<file path="src/rtl/upload_arbiter_if.sv">
// upload_arbiter_if
//   Handshake and byte-stream bundle between the capture/measurement sources,
//   the packet arbiter and the USB CDC upload path.
//   Signals:
//     src_req[i]        source i has a packet pending
//     src_data[8i+7:8i] byte offered by source i
//     src_valid[i]      byte of source i is valid
//     src_last[i]       byte of source i is the last of its packet
//     src_ready[i]      byte of source i is accepted this cycle
//     upload_ready      USB side accepts the output byte this cycle
//     usb_upload_data   byte towards the USB upload path
//     usb_upload_valid  output byte is valid
//   Modports: slave = arbiter side, master = source/USB side.
interface upload_arbiter_if #(
    parameter int NUM_SRC = 4
);
    logic [NUM_SRC-1:0]   src_req;
    logic [8*NUM_SRC-1:0] src_data;
    logic [NUM_SRC-1:0]   src_valid;
    logic [NUM_SRC-1:0]   src_last;
    logic [NUM_SRC-1:0]   src_ready;
    logic                 upload_ready;
    logic [7:0]           usb_upload_data;
    logic                 usb_upload_valid;

    modport slave (
        input  src_req, src_data, src_valid, src_last, upload_ready,
        output src_ready, usb_upload_data, usb_upload_valid
    );

    modport master (
        output src_req, src_data, src_valid, src_last, upload_ready,
        input  src_ready, usb_upload_data, usb_upload_valid
    );
endinterface

</file>
<file path="src/rtl/upload_arbiter.sv">
// upload_arbiter
//   Packet-level round-robin arbiter sharing the USB CDC upload byte stream
//   between several capture/measurement sources (PHY_CLK domain). Each granted
//   packet is prefixed with a header byte HDR_BASE | grant_id, then the
//   source's bytes pass straight through until its last byte. A stall timeout
//   forcibly releases a grant so a hung source cannot block the uplink.
//   Ports:
//     clk, rst_n     clock, asynchronous active-low reset
//     bus            upload_arbiter_if.slave (source handshakes + USB stream)
//     grant_id       index of the current or most recent grantee
//     busy           high while a packet (header or data) is in flight
//     timeout_pulse  one-cycle pulse on a forced release
module upload_arbiter #(
    parameter int         NUM_SRC  = 4,
    parameter int         TIMEOUT  = 1024,
    parameter logic [7:0] HDR_BASE = 8'hA0
) (
    input  logic            clk,
    input  logic            rst_n,
    upload_arbiter_if.slave bus,
    output logic [2:0]      grant_id,
    output logic            busy,
    output logic            timeout_pulse
);

    localparam int CNT_W = $clog2(TIMEOUT);

    typedef enum logic [1:0] {
        S_IDLE,
        S_HEADER,
        S_DATA
    } state_t;

    state_t           state;
    logic [2:0]       rr_ptr;
    logic [2:0]       next_ptr;
    logic [2:0]       pick_idx;
    logic             pick_found;
    logic [CNT_W-1:0] stall_cnt;
    logic             xfer;
    logic             out_valid;
    logic [7:0]       out_data;

    // Per-source vectors widened to the 3-bit index space so grant_id can
    // index them directly for any NUM_SRC in 2..8.
    logic [7:0]       req_ext;
    logic [7:0]       valid_ext;
    logic [7:0]       last_ext;
    logic [7:0]       ready_ext;
    logic [63:0]      data_ext;

    assign req_ext   = 8'(bus.src_req);
    assign valid_ext = 8'(bus.src_valid);
    assign last_ext  = 8'(bus.src_last);
    assign data_ext  = 64'(bus.src_data);

    function automatic logic [2:0] wrap_idx(logic [2:0] base, int unsigned off);
        return 3'((32'(base) + off) % 32'(NUM_SRC));
    endfunction

    // First requester at or above rr_ptr, wrapping modulo NUM_SRC.
    always_comb begin
        pick_found = 1'b0;
        pick_idx   = '0;
        for (int unsigned i = 0; i < NUM_SRC; i++) begin
            if (!pick_found && req_ext[wrap_idx(rr_ptr, i)]) begin
                pick_found = 1'b1;
                pick_idx   = wrap_idx(rr_ptr, i);
            end
        end
    end

    assign next_ptr = (grant_id == 3'(NUM_SRC - 1)) ? '0 : grant_id + 3'd1;
    assign xfer     = (state == S_DATA) && valid_ext[grant_id] && bus.upload_ready;

    always_ff @(posedge clk or negedge rst_n) begin
        if (!rst_n) begin
            state         <= S_IDLE;
            rr_ptr        <= '0;
            grant_id      <= '0;
            stall_cnt     <= '0;
            timeout_pulse <= 1'b0;
        end else begin
            timeout_pulse <= 1'b0;
            case (state)
                S_IDLE: begin
                    if (pick_found) begin
                        grant_id <= pick_idx;
                        state    <= S_HEADER;
                    end
                end
                S_HEADER: begin
                    if (bus.upload_ready) begin
                        state     <= S_DATA;
                        stall_cnt <= '0;
                    end
                end
                S_DATA: begin
                    if (xfer) begin
                        stall_cnt <= '0;
                        if (last_ext[grant_id]) begin
                            state  <= S_IDLE;
                            rr_ptr <= next_ptr;
                        end
                    end else if (stall_cnt == CNT_W'(TIMEOUT - 1)) begin
                        // Forced release; a last byte on this same cycle
                        // would have taken the branch above instead.
                        state         <= S_IDLE;
                        rr_ptr        <= next_ptr;
                        stall_cnt     <= '0;
                        timeout_pulse <= 1'b1;
                    end else begin
                        stall_cnt <= stall_cnt + 1'b1;
                    end
                end
                default: state <= S_IDLE;
            endcase
        end
    end

    // Combinational output mux: data path is a zero-latency pass-through and
    // the output byte is forced to 0 whenever it is not valid.
    always_comb begin
        out_valid = 1'b0;
        out_data  = '0;
        ready_ext = '0;
        case (state)
            S_HEADER: begin
                out_valid = 1'b1;
                out_data  = HDR_BASE | {5'b0, grant_id};
            end
            S_DATA: begin
                out_valid           = valid_ext[grant_id];
                out_data            = valid_ext[grant_id] ? data_ext[{grant_id, 3'b000} +: 8] : 8'h00;
                ready_ext[grant_id] = bus.upload_ready;
            end
            default: ;
        endcase
    end

    assign bus.usb_upload_valid = out_valid;
    assign bus.usb_upload_data  = out_data;
    assign bus.src_ready        = ready_ext[NUM_SRC-1:0];
    assign busy                 = (state != S_IDLE);

endmodule

</file>
<file path="src/flat_wrapper.sv">
// flat-port wrapper written by rule: the top's interface ports become plain ports
module upload_arbiter_flat 
#(
    parameter int         NUM_SRC  = 4,
    parameter int         TIMEOUT  = 1024,
    parameter logic [7:0] HDR_BASE = 8'hA0
)
  (clk, rst_n, grant_id, busy, timeout_pulse, bus_src_req, bus_src_data, bus_src_valid, bus_src_last, bus_upload_ready, bus_src_ready, bus_usb_upload_data, bus_usb_upload_valid);
  upload_arbiter_if #(.NUM_SRC(NUM_SRC)) bus_i ();
  input  logic clk;
  input  logic rst_n;
  output logic [2:0] grant_id;
  output logic busy;
  output logic timeout_pulse;
  input wire logic [$bits(bus_i.src_req)-1:0] bus_src_req;
  input wire logic [$bits(bus_i.src_data)-1:0] bus_src_data;
  input wire logic [$bits(bus_i.src_valid)-1:0] bus_src_valid;
  input wire logic [$bits(bus_i.src_last)-1:0] bus_src_last;
  input wire logic [$bits(bus_i.upload_ready)-1:0] bus_upload_ready;
  output wire logic [$bits(bus_i.src_ready)-1:0] bus_src_ready;
  output wire logic [$bits(bus_i.usb_upload_data)-1:0] bus_usb_upload_data;
  output wire logic [$bits(bus_i.usb_upload_valid)-1:0] bus_usb_upload_valid;
  assign bus_i.src_req = bus_src_req;
  assign bus_i.src_data = bus_src_data;
  assign bus_i.src_valid = bus_src_valid;
  assign bus_i.src_last = bus_src_last;
  assign bus_i.upload_ready = bus_upload_ready;
  assign bus_src_ready = bus_i.src_ready;
  assign bus_usb_upload_data = bus_i.usb_upload_data;
  assign bus_usb_upload_valid = bus_i.usb_upload_valid;
  upload_arbiter #(.NUM_SRC(NUM_SRC), .TIMEOUT(TIMEOUT), .HDR_BASE(HDR_BASE)) u_core (.clk(clk), .rst_n(rst_n), .bus(bus_i), .grant_id(grant_id), .busy(busy), .timeout_pulse(timeout_pulse));
endmodule
</file>
<file path="config.mk">
export PLATFORM = sky130hd
export DESIGN_NAME = upload_arbiter_flat
export DESIGN_NICKNAME = d
export VERILOG_FILES = /design/src/rtl/upload_arbiter_if.sv /design/src/rtl/upload_arbiter.sv /design/src/flat_wrapper.sv
export SDC_FILE = /design/constraint.sdc
export NUM_CORES = 1
export LEC_CHECK = 0
export ABC_AREA = 1
export BUFFER_PORTS_ARGS = -buffer_cell sky130_fd_sc_hd__buf_2
export CORE_MARGIN = 5
export CORE_UTILIZATION = 34
export CTS_CLUSTER_SIZE = 28
export DETAILED_ROUTE_END_ITERATION = 10
export HOLD_SLACK_MARGIN = 0.05
export PLACE_DENSITY = 0.59
export SLEW_MARGIN = 5
export SYNTH_ARGS = -nofsm -noshare
export SYNTH_HDL_FRONTEND = slang
export SYNTH_SLANG_ARGS = --single-unit
</file>
<file path="constraint.sdc">
create_clock -name clk -period 1.5 [get_ports clk]
set_input_delay 0.15 -clock clk [delete_from_list [all_inputs] [get_ports clk]]
set_output_delay 0.15 -clock clk [all_outputs]
set_load 0.01 [all_outputs]
</file>
Word level (Yosys, flattened, before mapping)
Index checks and enable logic that the tools add are counted.

storage, ports and cells
  bits of input ports = 47
  bits in registers = 18
  output and inout bits = 18

cells by class
  multiplexer cells = 43
  eq/ne operators = 9
  bitwise gates (word level) = 1
  reduce and logical (&&, ||, !) cells = 17
  order comparisons = 6
  shift operators = 1
  add/sub/neg operators = 5

operator list
  cell                                                                  count
  64-bit by 7-bit variable part select with 8-bit output                1
  10-bit 2-to-1 mux                                                     3
  2-bit 2-to-1 mux                                                      10
  10-bit one-hot mux with 2 select lines                                1
  2-bit by 4-bit < comparator with 1-bit output, second input constant  4
  8-bit one-hot mux with 2 select lines                                 1
  1-bit 2-to-1 mux                                                      14
  10-bit by 1-bit adder with 10-bit output, second input constant       1
  10-bit equality test, second input constant                           1
  3-bit 2-to-1 mux                                                      3
  1-bit binary-select mux with 2-bit select                             4
  8-bit 2-to-1 mux                                                      1
  1-bit binary-select mux with 3-bit select                             2
  1-bit logical AND                                                     6
  2-bit one-hot mux with 3 select lines                                 1
  2-bit nonzero test                                                    3
  2-bit by 1-bit adder with 2-bit output, second input constant         2
  2-bit adder, second input constant                                    2
  4-bit bitwise AND                                                     1
  3-bit by 4-bit < comparator with 1-bit output, second input constant  1
  4-bit 2-to-1 mux                                                      1
  2-bit != test, second input constant                                  2
  2-bit AND reduction                                                   2
  4-bit AND reduction                                                   1
  other kinds (12)                                                      14

Longest topological paths before layout
  word-level depth = 14
  depth in mapped cells = 12
  gate-level depth less buffers = 11

Worst setup path before layout
OpenSTA, ideal clock, no wires.

  kind = flip-flop to flip-flop
  start point = reg u_core.state[0]
  end point = reg u_core.stall_cnt[6]
  data required time = 1.382 ns
  arrival time = 1.424 ns
  period minus slack after synthesis = 1.542 ns
  cell stages (with the launch flop) = 9
  setup slack = -0.042 ns
  cell sequence = dfrtp_1 > inv_1 > ha_1 > buf_2 > o21ai_2 > inv_1 > nand4_1 > xor2_1 > nor2_1

between the ends
  longest elaborated chain between the ends = 5
  elaborated cells between the ends (all ways) = 9

ends and longest elaborated chain
  item                                    line                                        RTL
  start: declaration                      upload_arbiter.sv:34                        state_t state;
  start signal: assignment                upload_arbiter.sv:78                        state <= S_IDLE;
  start signal: assignment                upload_arbiter.sv:89                        state <= S_HEADER;
  start signal: assignment                upload_arbiter.sv:94                        state <= S_DATA;
  2-bit equality test                     upload_arbiter.sv:74, upload_arbiter.sv:85
  1-bit logical AND (2 in series)         upload_arbiter.sv:74                        assign xfer = (state == S_DATA) && valid_ext[grant_id] && bus.upload_ready;
  10-bit 2-to-1 mux                       upload_arbiter.sv:99                        if (xfer) begin
  10-bit one-hot mux with 2 select lines  upload_arbiter.sv:85                        case (state)
  end signal: assignment                  upload_arbiter.sv:113                       stall_cnt <= stall_cnt + 1'b1;
  end: declaration                        upload_arbiter.sv:39                        logic [CNT_W-1:0] stall_cnt;

Parallel ways exist; a longest one is shown, timed or not.
A chain may end at the register's enable or synchronous reset.

Worst setup path after layout
  start point = reg u_core.state[0]
  end point = out bus_usb_upload_data[0]

between the ends
  longest elaborated chain between the ends = 2
  elaborated cells between the ends (all ways) = 3

ends and longest elaborated chain
  item                                                                                   line                   RTL
  2-bit equality test or 2-bit by 1-bit equality test with 1-bit output (tied branches)  upload_arbiter.sv:127  case (state)
  8-bit one-hot mux with 2 select lines (*)                                              upload_arbiter.sv:127
  end: declaration                                                                       flat_wrapper.sv:21     output wire logic [$bits(bus_i.usb_upload_data)-1:0] bus_usb_upload_data;

Mark *: on every way between the ends. The rest lies on a longest branch, timed or not.

==> results.yml <==
run_status:
  outcome: "complete, but fails checks"
  violations: "negative setup slack"
setup_path:
  cp-start-kind: "register"
  required_ps: 1350
  reg2reg_depth: 7
  worstPathMaxFanout: 3
  cp.arrival_ps: 1530
  endpoint_kind: "output port"
  path_class: "register to output port"
power_and_ir_drop:
  power.density_nw_per_um2: 1669
  p_leak_nw: 1.403
  total_power_mw: 4.561
  peakVddDrop_mv: 0.8537
synthesis:
  synth-simple-area-share_pct: 42.25
  synth_top_family_by_area: "simple AND/OR/NAND/NOR gates"
  synth_xor_area_share_pct: 3.086
  syn_area_per_cell_um2: 6.378
  yosysWarnings: 0
  syn_nets: 323
  ys_seq_area_share_pct: 24.98
  syn_area_um2: 1703
  synth.ff_latch_count: 17
  synthMuxAreaShare_pct: 0
  synth_fa_ha_area_share_pct: 6.613
  syn_inst: 267
  synth.distinct_cells: 32
  synth-compound-area-share_pct: 12.56
cells_and_area:
  antenna_cells: 0
  final_area_um2: 2733
  finalNonFillerCells: 429
  layout_common_cells: "61 x buf_2, 42 x nand2_1, 36 x nor2_1, 29 x buf_4, 22 x nand2_2"
  syn_to_final_growth_pct: 60.47
  fin_util_pct: 57.10
  final_common_cell: "buf_2"
  fillers: 448
  nNetsFinal: 419
  drive_gt1_share_pct: 51.38
clocking:
  cts.htree.levels: 1
  clock_latency_ps: 260
  clockBufferDepth: 2
  clock-sinks: 17
  cts_root_buf: "clkbuf_8"
  cts.clk_slew.worst_paths_ps: 80
  cts_made_buffers: 3
  cts_tree: "done"
sta:
  period_share_pct: 111.7
  post-route-min-period_ps: 1675
  finalSetupViolCount: 16
  finalClockSkew_ps: 11.39
  rsz0062_at_grt: "true"
  hold_violations: 0
  setup_ws_ps: -175.5
  tns_ps: -1323
  final_max_slew_viol_count: 0
  max_freq_mhz: 596.8
die:
  coreArea_um2: 4786
  dieHeight_um: 80.77
  initial_core_util_pct: 35.58
  die_area_um2: 6524
  rows: 25
  die_w_um: 80.77
  io_pins: 65
detailed_routing:
  wl_per_cell_um: 12.00
  finalWirelength_um: 5149
  drtIter0Drc: 79
  final_antenna_net_count: 0
  via_per_inst: 4.639
  vias: 1990
  drc: 0
  dr.pass1.iters: 4
grt:
  grt_pass1_wl_um: 8135
  grt_max_degree: 22
  grt.total_usage_pct: 15.56
  grt_pass1_vias: 1929
  antenna_found_initial: 0
  overflow: 0
placed_design:
  place_inst: 418
  place_congestion: 0.8329
  dp_hpwl_um: 3856
  numPortBuffers: 63
  placed_cell_area_um2: 2283
min_path:
  min_path_type: "input pin to async pin"
run:
  cap_violations: 0
-- what timing repair did --
item,4_1_cts,5_1_grt
gates resized for setup,29,70
hold buffers,1,0
pin swaps,5,20
endpoints found under the hold margin,17,0
setup endpoints to repair,26,27
buffers inserted,3,3
-- sequential cells by signal, indices dropped and copies added (netlist names) --
signal / count
u_core.state: 2
u_core.rr_ptr: 2
u_core.grant_id: 2
u_core.timeout_pulse: 1
u_core.stall_cnt: 10
-- synth_stat cells, drive strengths merged --
library cell | n | area share, %
or2 | 1 | 0.37
o21a | 2 | 0.88
dfrtp | 17 | 25
nand4 | 6 | 2.2
nand2 | 79 | 21
conb | 1 | 0.22
a21oi | 6 | 1.8
nand3 | 19 | 6.5
ha | 9 | 6.6
inv | 31 | 7.3
clkbuf | 2 | 0.44
xnor2 | 2 | 1.0
nor3 | 1 | 0.29
o21bai | 1 | 0.44
nand3b | 2 | 0.88
o22ai | 4 | 1.5
o21ai | 24 | 7.3
xor2 | 4 | 2.1
nor2 | 47 | 11
buf | 7 | 2.6
a31oi | 2 | 0.73
-- cell type report --
cell class              instances  area [µm²]  area share [%]
multi-input cells             210        1381           50.55
flip-flops and latches         17       429.2           15.71
clock buffers                   4       45.04           1.648
inverters                      31       141.4           5.174
repair buffers                100       651.9           23.86
well taps                      67       83.83           3.068
-- metal layers --
metal	track usage, %	part of all wire [%]	wire, µm	up-vias
li1	-	-	-	1041
met1	18.64	43	2190	874
met2	27.73	49	2505	67
met3	3.769	7.4	379	8
met4	4.223	1.4	73	0
met5	0	0	0	-
-- logic make-up (layout without fill, tap and decap cells) --
group           count (synthesis)  after routing
flops                          17             17
other cells                     1              1
compound gates                 39             39
simple gates                  155            155
xor+xnor                        6              6
buf+inv                        40            135
fa+ha+maj                       9              9
-- power by group --
group	total (mW)	leakage, nW	internal [mW]	switching (mW)
clock	0.360	0.0228	0.189	0.171
sequential	0.702	0.222	0.553	0.149
combinational	3.50	1.16	1.55	1.95
-- final timing paths --
path	from	endpoint	slack [ps]
max	u_core.state[0]$_DFFE_PN0P_	bus_usb_upload_data[0]	-180
min	rst_n	u_core.stall_cnt[4]$_DFFE_PN0P_	340
max reg2reg	u_core.state[0]$_DFFE_PN0P_	u_core.stall_cnt[9]$_DFFE_PN0P_	-60
min reg2reg	u_core.stall_cnt[4]$_DFFE_PN0P_	u_core.stall_cnt[4]$_DFFE_PN0P_	620
max in group asynchronous	rst_n	u_core.grant_id[0]$_DFFE_PN0P_	850
min in group clk	bus_upload_ready	u_core.timeout_pulse$_DFF_PN0_	430
-- through the flow --
stage | hold WS, ps | setup WS, ps
6_report | 337.2 | -175.5
5_1_grt | 385.3 | -263.8
4_1_cts | 361.5 | -178.5
3_5_place_dp | 101.0 | -64.38
3_3_place_gp | 99.54 | -98.70
2_1_floorplan | -145.6 | -10.48
-- worst max-delay path: stages (launching register included) --
cell and delay, ps:
dfrtp_1 390, inv_2 80, buf_6 120, ha_4 290
buf_6 110, nand3_2 60, o21ai_1 80, buf_2 150
Note: power is estimated with default switching activity, not from simulation.
